--- config.mk ---
export PLATFORM = sky130hd
export DESIGN_NAME = decode_stage
export DESIGN_NICKNAME = d
export VERILOG_FILES = /design/src/rtl/decode_pkg.sv /design/src/rtl/inst_fifo.sv /design/src/rtl/decode_stage.sv
export SDC_FILE = /design/constraint.sdc
export NUM_CORES = 1
export LEC_CHECK = 0
export ABC_AREA = 0
export BUFFER_PORTS_ARGS = -buffer_cell sky130_fd_sc_hd__buf_2
export CAP_MARGIN = 20
export CELL_PAD_IN_SITES_DETAIL_PLACEMENT = 1
export CELL_PAD_IN_SITES_GLOBAL_PLACEMENT = 1
export CORE_AREA = 2 2 168 170
export DETAILED_ROUTE_END_ITERATION = 16
export DIE_AREA = 0 0 170 172
export PLACE_DENSITY_LB_ADDON = 0.1
export SYNTH_ARGS = -nofsm -noshare
export SYNTH_HDL_FRONTEND = slang
export SYNTH_HIERARCHICAL = 1
export SYNTH_SLANG_ARGS = --single-unit
export TNS_END_PERCENT = 30
--- constraint.sdc ---
create_clock -name i_clk -period 9.6 [get_ports i_clk]
set_clock_uncertainty 0.15 [all_clocks]
set_input_delay 1.92 -clock i_clk [delete_from_list [all_inputs] [get_ports i_clk]]
set_output_delay 1.92 -clock i_clk [all_outputs]
set_load 0.005 [all_outputs]
--- src/rtl/decode_pkg.sv ---
// Shared RV32I decode constants and the decoded control bundle used by decode_stage.
package decode_pkg;

    localparam logic [6:0] OPC_LUI    = 7'b0110111;
    localparam logic [6:0] OPC_AUIPC  = 7'b0010111;
    localparam logic [6:0] OPC_JAL    = 7'b1101111;
    localparam logic [6:0] OPC_JALR   = 7'b1100111;
    localparam logic [6:0] OPC_BRANCH = 7'b1100011;
    localparam logic [6:0] OPC_LOAD   = 7'b0000011;
    localparam logic [6:0] OPC_STORE  = 7'b0100011;
    localparam logic [6:0] OPC_OP_IMM = 7'b0010011;
    localparam logic [6:0] OPC_OP     = 7'b0110011;

    localparam int FMT_R = 0;
    localparam int FMT_I = 1;
    localparam int FMT_S = 2;
    localparam int FMT_B = 3;
    localparam int FMT_U = 4;
    localparam int FMT_J = 5;
    localparam int FMT_W = 6;

    localparam logic [2:0] ALU_ADD  = 3'b000;
    localparam logic [2:0] ALU_SLL  = 3'b001;
    localparam logic [2:0] ALU_SLT  = 3'b010;
    localparam logic [2:0] ALU_SLTU = 3'b011;
    localparam logic [2:0] ALU_XOR  = 3'b100;
    localparam logic [2:0] ALU_SR   = 3'b101;
    localparam logic [2:0] ALU_OR   = 3'b110;
    localparam logic [2:0] ALU_AND  = 3'b111;

    localparam logic [6:0] F7_BASE   = 7'b0000000;
    localparam logic [6:0] F7_ALT    = 7'b0100000;
    localparam logic [6:0] F7_MULDIV = 7'b0000001;

    typedef struct packed {
        logic [31:0]      inst;
        logic [31:0]      pc;
        logic [4:0]       rs1;
        logic [4:0]       rs2;
        logic [4:0]       rd;
        logic [FMT_W-1:0] format;
        logic             rd_wen;
        logic             mem_wen;
        logic             mem_to_reg;
        logic             alu_src_1;
        logic             alu_src_2;
        logic             is_lui;
        logic [2:0]       opsel;
        logic             sub;
        logic             is_unsigned;
        logic             arith;
        logic             is_branch;
        logic             is_jal;
        logic             is_jalr;
        logic             is_load;
        logic [1:0]       mem_size;
        logic             load_unsigned;
        logic             illegal;
        logic             is_muldiv;
        logic [2:0]       muldiv_op;
    } decode_t;

endpackage

--- src/rtl/inst_fifo.sv ---
// Circular instruction queue holding {pc, inst}; full queues refuse pushes even on a same-cycle pop.
module inst_fifo #(
    parameter int BUF_DEPTH = 4
) (
    input  logic        i_clk,
    input  logic        i_rst,
    input  logic        i_flush,
    input  logic        i_push,
    input  logic [63:0] i_data,
    input  logic        i_pop,
    output logic [63:0] o_data,
    output logic        o_full,
    output logic        o_empty
);
    import decode_pkg::*;

    localparam int AW = $clog2(BUF_DEPTH);
    localparam int CW = AW + 1;
    localparam logic [CW-1:0] FULL_CNT = CW'(BUF_DEPTH);

    logic [63:0]   mem [BUF_DEPTH];
    logic [AW-1:0] wr_ptr;
    logic [AW-1:0] rd_ptr;
    logic [CW-1:0] count;
    logic          push_ok;
    logic          pop_ok;

    assign o_full  = (count == FULL_CNT);
    assign o_empty = (count == '0);
    assign push_ok = i_push && !o_full;
    assign pop_ok  = i_pop && !o_empty;
    assign o_data  = mem[rd_ptr];

    // NOTE: sequential state uses non-blocking assignments so every register samples pre-edge values.
    always_ff @(posedge i_clk) begin
        if (i_rst || i_flush) begin
            wr_ptr <= '0;
            rd_ptr <= '0;
            count  <= '0;
        end else begin
            if (push_ok) wr_ptr <= wr_ptr + 1'b1;
            if (pop_ok)  rd_ptr <= rd_ptr + 1'b1;
            case ({push_ok, pop_ok})
                2'b10:   count <= count + 1'b1;
                2'b01:   count <= count - 1'b1;
                default: count <= count;
            endcase
        end
    end

    // NOTE: storage is not reset; count/pointers alone decide which entries are meaningful.
    always_ff @(posedge i_clk) begin
        if (push_ok && !i_rst && !i_flush) mem[wr_ptr] <= i_data;
    end

endmodule

--- src/rtl/decode_stage.sv ---
// Buffered RV32I decode stage with load-use bubble and flush.
// Optional RV32M decode is enabled by defining DECODE_RV32M_EN.
module decode_stage #(
    parameter int BUF_DEPTH = 4
) (
    input  logic        i_clk,
    input  logic        i_rst,
    input  logic        i_flush,
    input  logic        i_valid,
    input  logic [31:0] i_inst,
    input  logic [31:0] i_pc,
    output logic        o_ready,
    output logic        o_valid,
    input  logic        i_ready,
    output logic [31:0] o_inst,
    output logic [31:0] o_pc,
    output logic [4:0]  o_rs1,
    output logic [4:0]  o_rs2,
    output logic [4:0]  o_rd,
    output logic [5:0]  o_format,
    output logic        o_rd_wen,
    output logic        o_mem_wen,
    output logic        o_mem_to_reg,
    output logic        o_alu_src_1,
    output logic        o_alu_src_2,
    output logic        o_is_lui,
    output logic [2:0]  o_opsel,
    output logic        o_sub,
    output logic        o_unsigned,
    output logic        o_arith,
    output logic        o_is_branch,
    output logic        o_is_jal,
    output logic        o_is_jalr,
    output logic        o_is_load,
    output logic [1:0]  o_mem_size,
    output logic        o_load_unsigned,
    output logic        o_illegal,
    output logic        o_is_muldiv,
    output logic [2:0]  o_muldiv_op
);
    import decode_pkg::*;

    function automatic decode_t decode_inst(input logic [31:0] inst, input logic [31:0] pc);
        decode_t    d;
        logic [6:0] opcode;
        logic [2:0] funct3;
        logic [6:0] funct7;
        // NOTE: full default first so no path through the case leaves a field unassigned (no latches).
        d      = '0;
        opcode = inst[6:0];
        funct3 = inst[14:12];
        funct7 = inst[31:25];
        d.inst = inst;
        d.pc   = pc;
        d.rs1  = inst[19:15];
        d.rs2  = inst[24:20];
        d.rd   = inst[11:7];
        case (opcode)
            OPC_OP: begin
                if (funct7 == F7_MULDIV) begin
`ifdef DECODE_RV32M_EN
                    d.format[FMT_R] = 1'b1;
                    d.is_muldiv     = 1'b1;
                    d.muldiv_op     = funct3;
                    d.opsel         = funct3;
                    d.is_unsigned   = inst[12];
`else
                    d.illegal = 1'b1;
`endif
                end else if (funct7 == F7_BASE ||
                             (funct7 == F7_ALT && (funct3 == ALU_ADD || funct3 == ALU_SR))) begin
                    d.format[FMT_R] = 1'b1;
                    d.opsel         = funct3;
                    d.sub           = inst[30];
                    d.arith         = inst[30];
                    d.is_unsigned   = inst[12];
                end else begin
                    d.illegal = 1'b1;
                end
            end
            OPC_OP_IMM: begin
                if ((funct3 == ALU_SLL && funct7 != F7_BASE) ||
                    (funct3 == ALU_SR && funct7 != F7_BASE && funct7 != F7_ALT)) begin
                    d.illegal = 1'b1;
                end else begin
                    d.format[FMT_I] = 1'b1;
                    d.opsel         = funct3;
                    d.arith         = (funct3 == ALU_SR) && inst[30];
                    d.is_unsigned   = inst[12];
                end
            end
            OPC_LOAD: begin
                if (funct3 == 3'b011 || funct3 == 3'b110 || funct3 == 3'b111) begin
                    d.illegal = 1'b1;
                end else begin
                    d.format[FMT_I] = 1'b1;
                    d.is_load       = 1'b1;
                    d.mem_size      = funct3[1:0];
                    d.load_unsigned = funct3[2];
                end
            end
            OPC_STORE: begin
                if (funct3[2] || funct3 == 3'b011) begin
                    d.illegal = 1'b1;
                end else begin
                    d.format[FMT_S] = 1'b1;
                    d.mem_size      = funct3[1:0];
                end
            end
            OPC_BRANCH: begin
                if (funct3[2:1] == 2'b01) begin
                    d.illegal = 1'b1;
                end else begin
                    d.format[FMT_B] = 1'b1;
                    d.sub           = 1'b1;
                    d.is_unsigned   = inst[13];
                    d.opsel         = !funct3[2] ? ALU_ADD : (funct3[1] ? ALU_SLTU : ALU_SLT);
                end
            end
            OPC_JALR: begin
                if (funct3 != 3'b000) begin
                    d.illegal = 1'b1;
                end else begin
                    d.format[FMT_I] = 1'b1;
                    d.is_jalr       = 1'b1;
                end
            end
            OPC_JAL: begin
                d.format[FMT_J] = 1'b1;
                d.is_jal        = 1'b1;
            end
            OPC_LUI, OPC_AUIPC: d.format[FMT_U] = 1'b1;
            default: d.illegal = 1'b1;
        endcase
        // Illegal paths never set a format bit, so every enable below falls to 0 for them.
        d.rd_wen     = (|d.format) && !d.format[FMT_S] && !d.format[FMT_B];
        d.mem_wen    = d.format[FMT_S];
        d.mem_to_reg = d.is_load;
        d.alu_src_1  = d.format[FMT_U];
        d.alu_src_2  = d.format[FMT_R] || d.format[FMT_B];
        d.is_lui     = d.format[FMT_U] && inst[5];
        d.is_branch  = d.format[FMT_B];
        return d;
    endfunction

    logic [63:0] head_data;
    logic        full;
    logic        empty;
    logic        push;
    logic        pop;
    logic        hazard;
    logic        reads_rs1;
    logic        reads_rs2;
    logic        load_en;
    decode_t     head_dec;
    decode_t     out_q;
    logic        valid_q;

    assign o_ready = !full && !i_rst;
    assign push    = i_valid && o_ready && !i_flush;

    inst_fifo #(.BUF_DEPTH(BUF_DEPTH)) u_fifo (
        .i_clk   (i_clk),
        .i_rst   (i_rst),
        .i_flush (i_flush),
        .i_push  (push),
        .i_data  ({i_pc, i_inst}),
        .i_pop   (pop),
        .o_data  (head_data),
        .o_full  (full),
        .o_empty (empty)
    );

    assign head_dec  = decode_inst(head_data[31:0], head_data[63:32]);
    assign reads_rs1 = head_dec.format[FMT_R] || head_dec.format[FMT_I] ||
                       head_dec.format[FMT_S] || head_dec.format[FMT_B];
    assign reads_rs2 = head_dec.format[FMT_R] || head_dec.format[FMT_S] || head_dec.format[FMT_B];

    // A load leaving this cycle whose rd the head consumes forces one bubble.
    assign hazard  = valid_q && i_ready && out_q.is_load && (out_q.rd != 5'd0) &&
                     ((reads_rs1 && head_dec.rs1 == out_q.rd) ||
                      (reads_rs2 && head_dec.rs2 == out_q.rd));
    assign load_en = (!valid_q || i_ready) && !empty && !hazard;
    assign pop     = load_en && !i_flush;

    always_ff @(posedge i_clk) begin
        if (i_rst) begin
            out_q   <= '0;
            valid_q <= 1'b0;
        end else if (i_flush) begin
            valid_q <= 1'b0;
        end else if (load_en) begin
            out_q   <= head_dec;
            valid_q <= 1'b1;
        end else if (i_ready) begin
            valid_q <= 1'b0;
        end
    end

    assign o_valid         = valid_q;
    assign o_inst          = out_q.inst;
    assign o_pc            = out_q.pc;
    assign o_rs1           = out_q.rs1;
    assign o_rs2           = out_q.rs2;
    assign o_rd            = out_q.rd;
    assign o_format        = out_q.format;
    assign o_rd_wen        = out_q.rd_wen;
    assign o_mem_wen       = out_q.mem_wen;
    assign o_mem_to_reg    = out_q.mem_to_reg;
    assign o_alu_src_1     = out_q.alu_src_1;
    assign o_alu_src_2     = out_q.alu_src_2;
    assign o_is_lui        = out_q.is_lui;
    assign o_opsel         = out_q.opsel;
    assign o_sub           = out_q.sub;
    assign o_unsigned      = out_q.is_unsigned;
    assign o_arith         = out_q.arith;
    assign o_is_branch     = out_q.is_branch;
    assign o_is_jal        = out_q.is_jal;
    assign o_is_jalr       = out_q.is_jalr;
    assign o_is_load       = out_q.is_load;
    assign o_mem_size      = out_q.mem_size;
    assign o_load_unsigned = out_q.load_unsigned;
    assign o_illegal       = out_q.illegal;
    assign o_is_muldiv     = out_q.is_muldiv;
    assign o_muldiv_op     = out_q.muldiv_op;

endmodule

==> After elaboration in Yosys (flattened, before gate mapping) <==
Memories as Yosys holds them, arrays and structs flattened. A register that Yosys moved wholly into a read port is not among the register bits.
Cells that the tools add are included.
{ "word_totals": {"in_bits": 69, "latch_bits": 0, "n_memories": 1, "register_bits": 112, "out_inout_bits": 111, "ram_bits": 256, "romBits": 0} }
{ "classes": {"mul": 0, "n_lt_le_gt_ge": 0, "n_reduce_logical": 60, "n_shift": 0, "n_eq_ne": 23, "n_addsub": 4, "n_bitwise": 1, "div_mod_pow": 0, "mux": 45} }
{ "mem_list": {"columns": ["name", "depth", "width", "rd", "rd_ports_with_merged_regs", "write_ports", "line", "source"], "rows": [
  ["u_fifo.mem", 4, 64, 1, 1, 1, "inst_fifo.sv:21", "logic [63:0] mem [BUF_DEPTH];"]
]} }
{ "ops": {"columns": ["operator", "count"], "rows": [
  ["$eq 7x6->1 const B", 4],
  ["$mux 1", 27],
  ["$logic_and 1x1->1", 24],
  ["$eq 7x7->1 const B", 3],
  ["$logic_or 1x1->1", 15],
  ["$eq 7x5->1 const B", 2],
  ["$eq 3x3->1 const B", 4],
  ["$mux 6", 2],
  ["$eq 5x5->1", 2],
  ["$mux 2", 5],
  ["$pmux 3 s3", 1],
  ["$logic_not 1->1", 8],
  ["$mux 4", 2],
  ["$eq 7x1->1 const B", 1],
  ["$eq 7x2->1 const B", 1],
  ["$logic_not 7->1", 1],
  ["$ne 7x6->1 const B", 1],
  ["$pmux 1 s7", 1],
  ["$reduce_bool 7->1", 1],
  ["$logic_not 3->1", 2],
  ["$pmux 1 s3", 2],
  ["$pmux 3 s2", 1],
  ["$reduce_or 6->1", 1],
  ["$reduce_bool 5->1", 1],
  ["other kinds (16)", 21]
]} }

==> Logic depth before layout (Yosys ltp) <==
{ "depth": {"word_depth": 19, "depth_mapped": 17, "depth_no_buf": 13} }

==> Modules after synthesis <==
The synthesis kept the hierarchy.
{ "modules_own_cells": {"columns": ["mod", "cells_per_inst", "area_per_inst_um2", "seq_area_each_um2", "instances"], "rows": [
  ["inst_fifo", 389, 9709.3, 7867.5, 1],
  ["decode_stage", 510, 4385.5, 1721.7, 1]
]} }

==> Least setup slack after synthesis <==
OpenSTA, ideal clock, no wires.
{ "synth_timing": {"kind": "input-to-reg", "startpoint": "in i_rst", "endpoint": "mem u_fifo.mem[0][0], enable pin", "t_required_ps": 9021, "path_stages": 5, "path_slack_ps": 4422, "arrival_ps": 4599, "path_cell_list": "clkbuf_1 -> clkbuf_1 -> nor4b_1 -> and2_4 -> and3_1"} }
{ "synth_between": {"elab_chain_cells": 9} }
{ "synth_rtl": {"columns": ["element", "line", "source"], "rows": [
  ["start: declaration", "decode_stage.sv:7", "input logic i_rst,"],
  ["$logic_not 1->1", "decode_stage.sv:159", "assign o_ready = !full && !i_rst;"],
  ["$logic_and 1x1->1", "decode_stage.sv:159", null],
  ["$logic_and 1x1->1 (2 in series)", "decode_stage.sv:160", "assign push = i_valid && o_ready && !i_flush;"],
  ["net push", "decode_stage.sv:149", "logic push;"],
  ["$logic_and 1x1->1", "inst_fifo.sv:30", "assign push_ok = i_push && !o_full;"],
  ["$logic_and 1x1->1 (2 in series)", "inst_fifo.sv:53", "if (push_ok && !i_rst && !i_flush) mem[wr_ptr] <= i_data;"],
  ["$mux 1", "inst_fifo.sv:53", null],
  ["$mux 1 (implied by the code)", "inst_fifo.sv:53", null],
  ["end: declaration", "inst_fifo.sv:21", null]
]} }
The timed path passes the listed nets, and every way through them passes these cells.

==> impl_metrics.env <==
export IMPL_status="finished, final reports clean"
export IMPL_dp_cells=1329
export IMPL_pin_count=180
export IMPL_netlist_instances=899
export IMPL_cts_inserted_buffers=37
export IMPL_endpoint_kind="register"
export IMPL_cp_required_ns=9.90
export IMPL_crit_path_top_delay_cell="dfxtp_4"
export IMPL_slowest_delay_ns=0.77
export IMPL_holdPathEnd="o_pc[21]"
export IMPL_synth_edf_count=256
export IMPL_synth_cell_types=59
export IMPL_htreeDepth=2
export IMPL_grt_max_degree=91
export IMPL_fin_crit_sh=0.539
export IMPL_grt_overflow_total=0
export IMPL_r2r_slack_ns=4.42
export IMPL_synth_area_um2=14100
export IMPL_hp_class="register to register"
export IMPL_setup_viol=0
export IMPL_holdBufCountCts=0
export IMPL_grtUsageTotal=0.243
export IMPL_rsz0062_at_grt="no"
export IMPL_ir_drop_uv=159
export IMPL_ctsLongestPathBuffers=3
export IMPL_nets=1098
export IMPL_holdCritStartpoint="o_pc[21]"
export IMPL_yosysWarnings=6
export IMPL_synth_area_leaders="edfxtp_1 55%, dfxtp_1 13%, mux4_2 10%"
export IMPL_crit_type="register to register"
export IMPL_yosys_most_used_dff="edfxtp_1"
export IMPL_totalWireLength_mm=34.8
export IMPL_grt_pass1_vias=9148
export IMPL_first_pass_iters=5
export IMPL_clkSinkCount=351
export IMPL_path_clk_slew_ns=0.06
export IMPL_fmax_mhz=193
export IMPL_arrival_ns=5.48
export IMPL_swShare=0.193
export IMPL_post_route_cells_drive_above_1_share=0.315
export IMPL_leakagePower_nw=5.49
export IMPL_power_per_cell_area_nw_per_um2=197
export IMPL_p_int_w=0.00260
export IMPL_ant_nets=0
export IMPL_via_per_inst=6.21
export IMPL_pwr_share_comb=0.019
export IMPL_startpoint_type="register"
export IMPL_clockRootBuffer="clkbuf_16"
export IMPL_drv_cap=0
export IMPL_synth_top_area_share=0.545
export IMPL_fp_dieH_um=172
export IMPL_final_min_clock_period_ns=5.18
export IMPL_yosysTopAreaCell="edfxtp_1"
export IMPL_drtIter0Drc=622
export IMPL_power_frac_seq=0.508
export IMPL_hpwl_mm=20.2
export IMPL_grt_pass1_wl_mm=54.1
export IMPL_power_switching_w=0.000619
export IMPL_drv_slew=0
export IMPL_gp_congestion=0.842
export IMPL_async_flop_share=0
export IMPL_fin_cells=1400
export IMPL_num_vias=8698
export IMPL_yosys_register_bits=351
export IMPL_worstHoldPathCells=2
export IMPL_synth_commonest_cells="256 x edfxtp_1, 95 x dfxtp_1, 85 x a21oi_1"
export IMPL_clock_latency_ns=0.52
export IMPL_die_area_um2=29200
export IMPL_slew_headroom=0.257
export IMPL_antenna_found_initial=0
export IMPL_core_rowCount=61
export IMPL_synthMostInstantiatedCell="edfxtp_1"
export IMPL_die_w_um=170
export IMPL_yosysSeqAreaShare=0.680
export IMPL_worst_pin_slew_ns=1.11
export IMPL_clkPwrFrac=0.473
export IMPL_r2r_cells=13
export IMPL_area_growth_pct=15.8
export IMPL_cts_tree="done"
export IMPL_wire_per_inst_um=24.8
export IMPL_setup_tns_ns=0
export IMPL_start_util=0.513
export IMPL_cts_resized_gates=0
export IMPL_r2r_end="u_fifo/count[2]"
export IMPL_coreArea_um2=27500
export IMPL_route_detailed_drc=0
export IMPL_post_cts_setup_buffers=0
export IMPL_crit_chain="buf_4 > mux4_2 > nand3_1 > o31ai_1 > or4_1 > a21oi_2 > nor2b_1 > ha_1 > inv_1 > fa_1 > xor2_1 > or3_1 > a21oi_1"
export IMPL_io_buffers=175
export IMPL_cp_max_fo=35
export IMPL_hold_viol=0
export IMPL_synth_area_per_cell_um2=15.7
-- metal layers --
metal	GRT usage	wire length, um	vias up
met2	0.406	17300	262
met1	0.337	15100	4525
met4	0.0691	634	0
li1	-	-	3859
met5	0	0	-
met3	0.0352	1710	52
-- sequential cells by signal, summed over array words and instances, names as in the netlist, named ones only --
signal / flops
o_opsel: 3
o_load_unsigned: 1
o_is_lui: 1
o_rd_wen: 1
u_fifo/rd_ptr: 2
o_pc: 32
o_unsigned: 1
u_fifo/count: 3
o_is_jalr: 1
u_fifo/mem: 256
o_inst: 32
o_is_load: 1
o_mem_size: 2
o_sub: 1
o_illegal: 1
u_fifo/wr_ptr: 2
o_arith: 1
o_format: 6
o_alu_src_2: 1
o_valid: 1
-- critical path, delay by kind of cell (launching register included) --
| family | cells | cell delay [ns] |
|---|---|---|
| fa+ha+maj | 2 | 0.58 |
| simple gates | 4 | 1.29 |
| compound gates | 3 | 0.71 |
| mux | 1 | 0.64 |
| xor+xnor | 1 | 0.16 |
| flops | 1 | 0.77 |
| buf+inv | 2 | 0.79 |
-- placed cells by master, fill, tap and decap left out, types with 8 or more instances in the layout --
cell type  synthesis  routed
mux4_2            64      64
nand4_1           66      66
edfxtp_1         256     256
buf_4             36       9
nand3_1            8       8
o211ai_1           9       9
clkbuf_16          0      42
inv_1             13      13
dfxtp_1           95      93
a21oi_1           85      85
nor2_1            12      12
buf_2             12     174
o31ai_1           78      78
-- how the worst max path moves through the flow --
stage / startpoint / end / slack [ns] / cells after the start
floorplan: i_rst / u_fifo/mem[0][0] / 4.42 / 5
detailed placement: register / u_fifo/count[2] / 4.33 / 13
CTS: register / u_fifo/count[2] / 4.32 / 14
global placement: register / u_fifo/count[2] / 4.47 / 13
global route: register / u_fifo/count[2] / 3.93 / 13
finish: register / u_fifo/count[2] / 4.42 / 13
-- cells by family (layout without fill, tap and decap cells) --
| kind of cell | after synthesis | count (layout) | synth area share |
|---|---|---|---|
| DFF | 351 | 351 | 0.680 |
| AOI/OAI and AO/OA | 211 | 211 | 0.0975 |
| and+or+nand+nor | 137 | 137 | 0.0610 |
| buffers and inverters | 115 | 265 | 0.0440 |
| muxes | 65 | 65 | 0.103 |
| xor gates and xnor gates | 13 | 13 | 0.00808 |
| adders and majority gates | 6 | 6 | 0.00586 |
| other | 1 | 6 | 0.000266 |
-- power groups by stage --
stage	Clock, W	Sequential (W)	Combinational [W]
global placement	0	0.00167	0.0000595
finish	0.00152	0.00163	0.0000619
detailed placement	0	0.00167	0.0000622
global route	0.00160	0.00163	0.0000687
floorplan	0	0.00167	0.0000255
CTS	0.00154	0.00163	0.0000625
-- area by class of cell --
cell class | instances | area [um2]
fill | 2561 | 11100
multi-input combinational | 436 | 3960
clock buffer | 53 | 1150
antenna | 2 | 5.00
inverter | 13 | 48.8
timing repair buffer | 184 | 958
tap | 346 | 433
clock inverter | 15 | 178
sequential | 351 | 9600
-- through the flow --
stage	total power (W)	utilization	instance area [um2]	setup slack (ns)	hold WS (ns)
detailed placement	0.00173	0.545	15000	4.33	0.309
global route	0.00330	0.594	16300	3.93	0.343
global placement	0.00173	0.545	15000	4.47	0.302
floorplan	0.00169	-	14100	4.42	0.303
finish	0.00322	0.594	16300	4.42	0.313
CTS	0.00324	0.593	16300	4.32	0.317
Note: power is estimated with default switching activity, not from simulation.
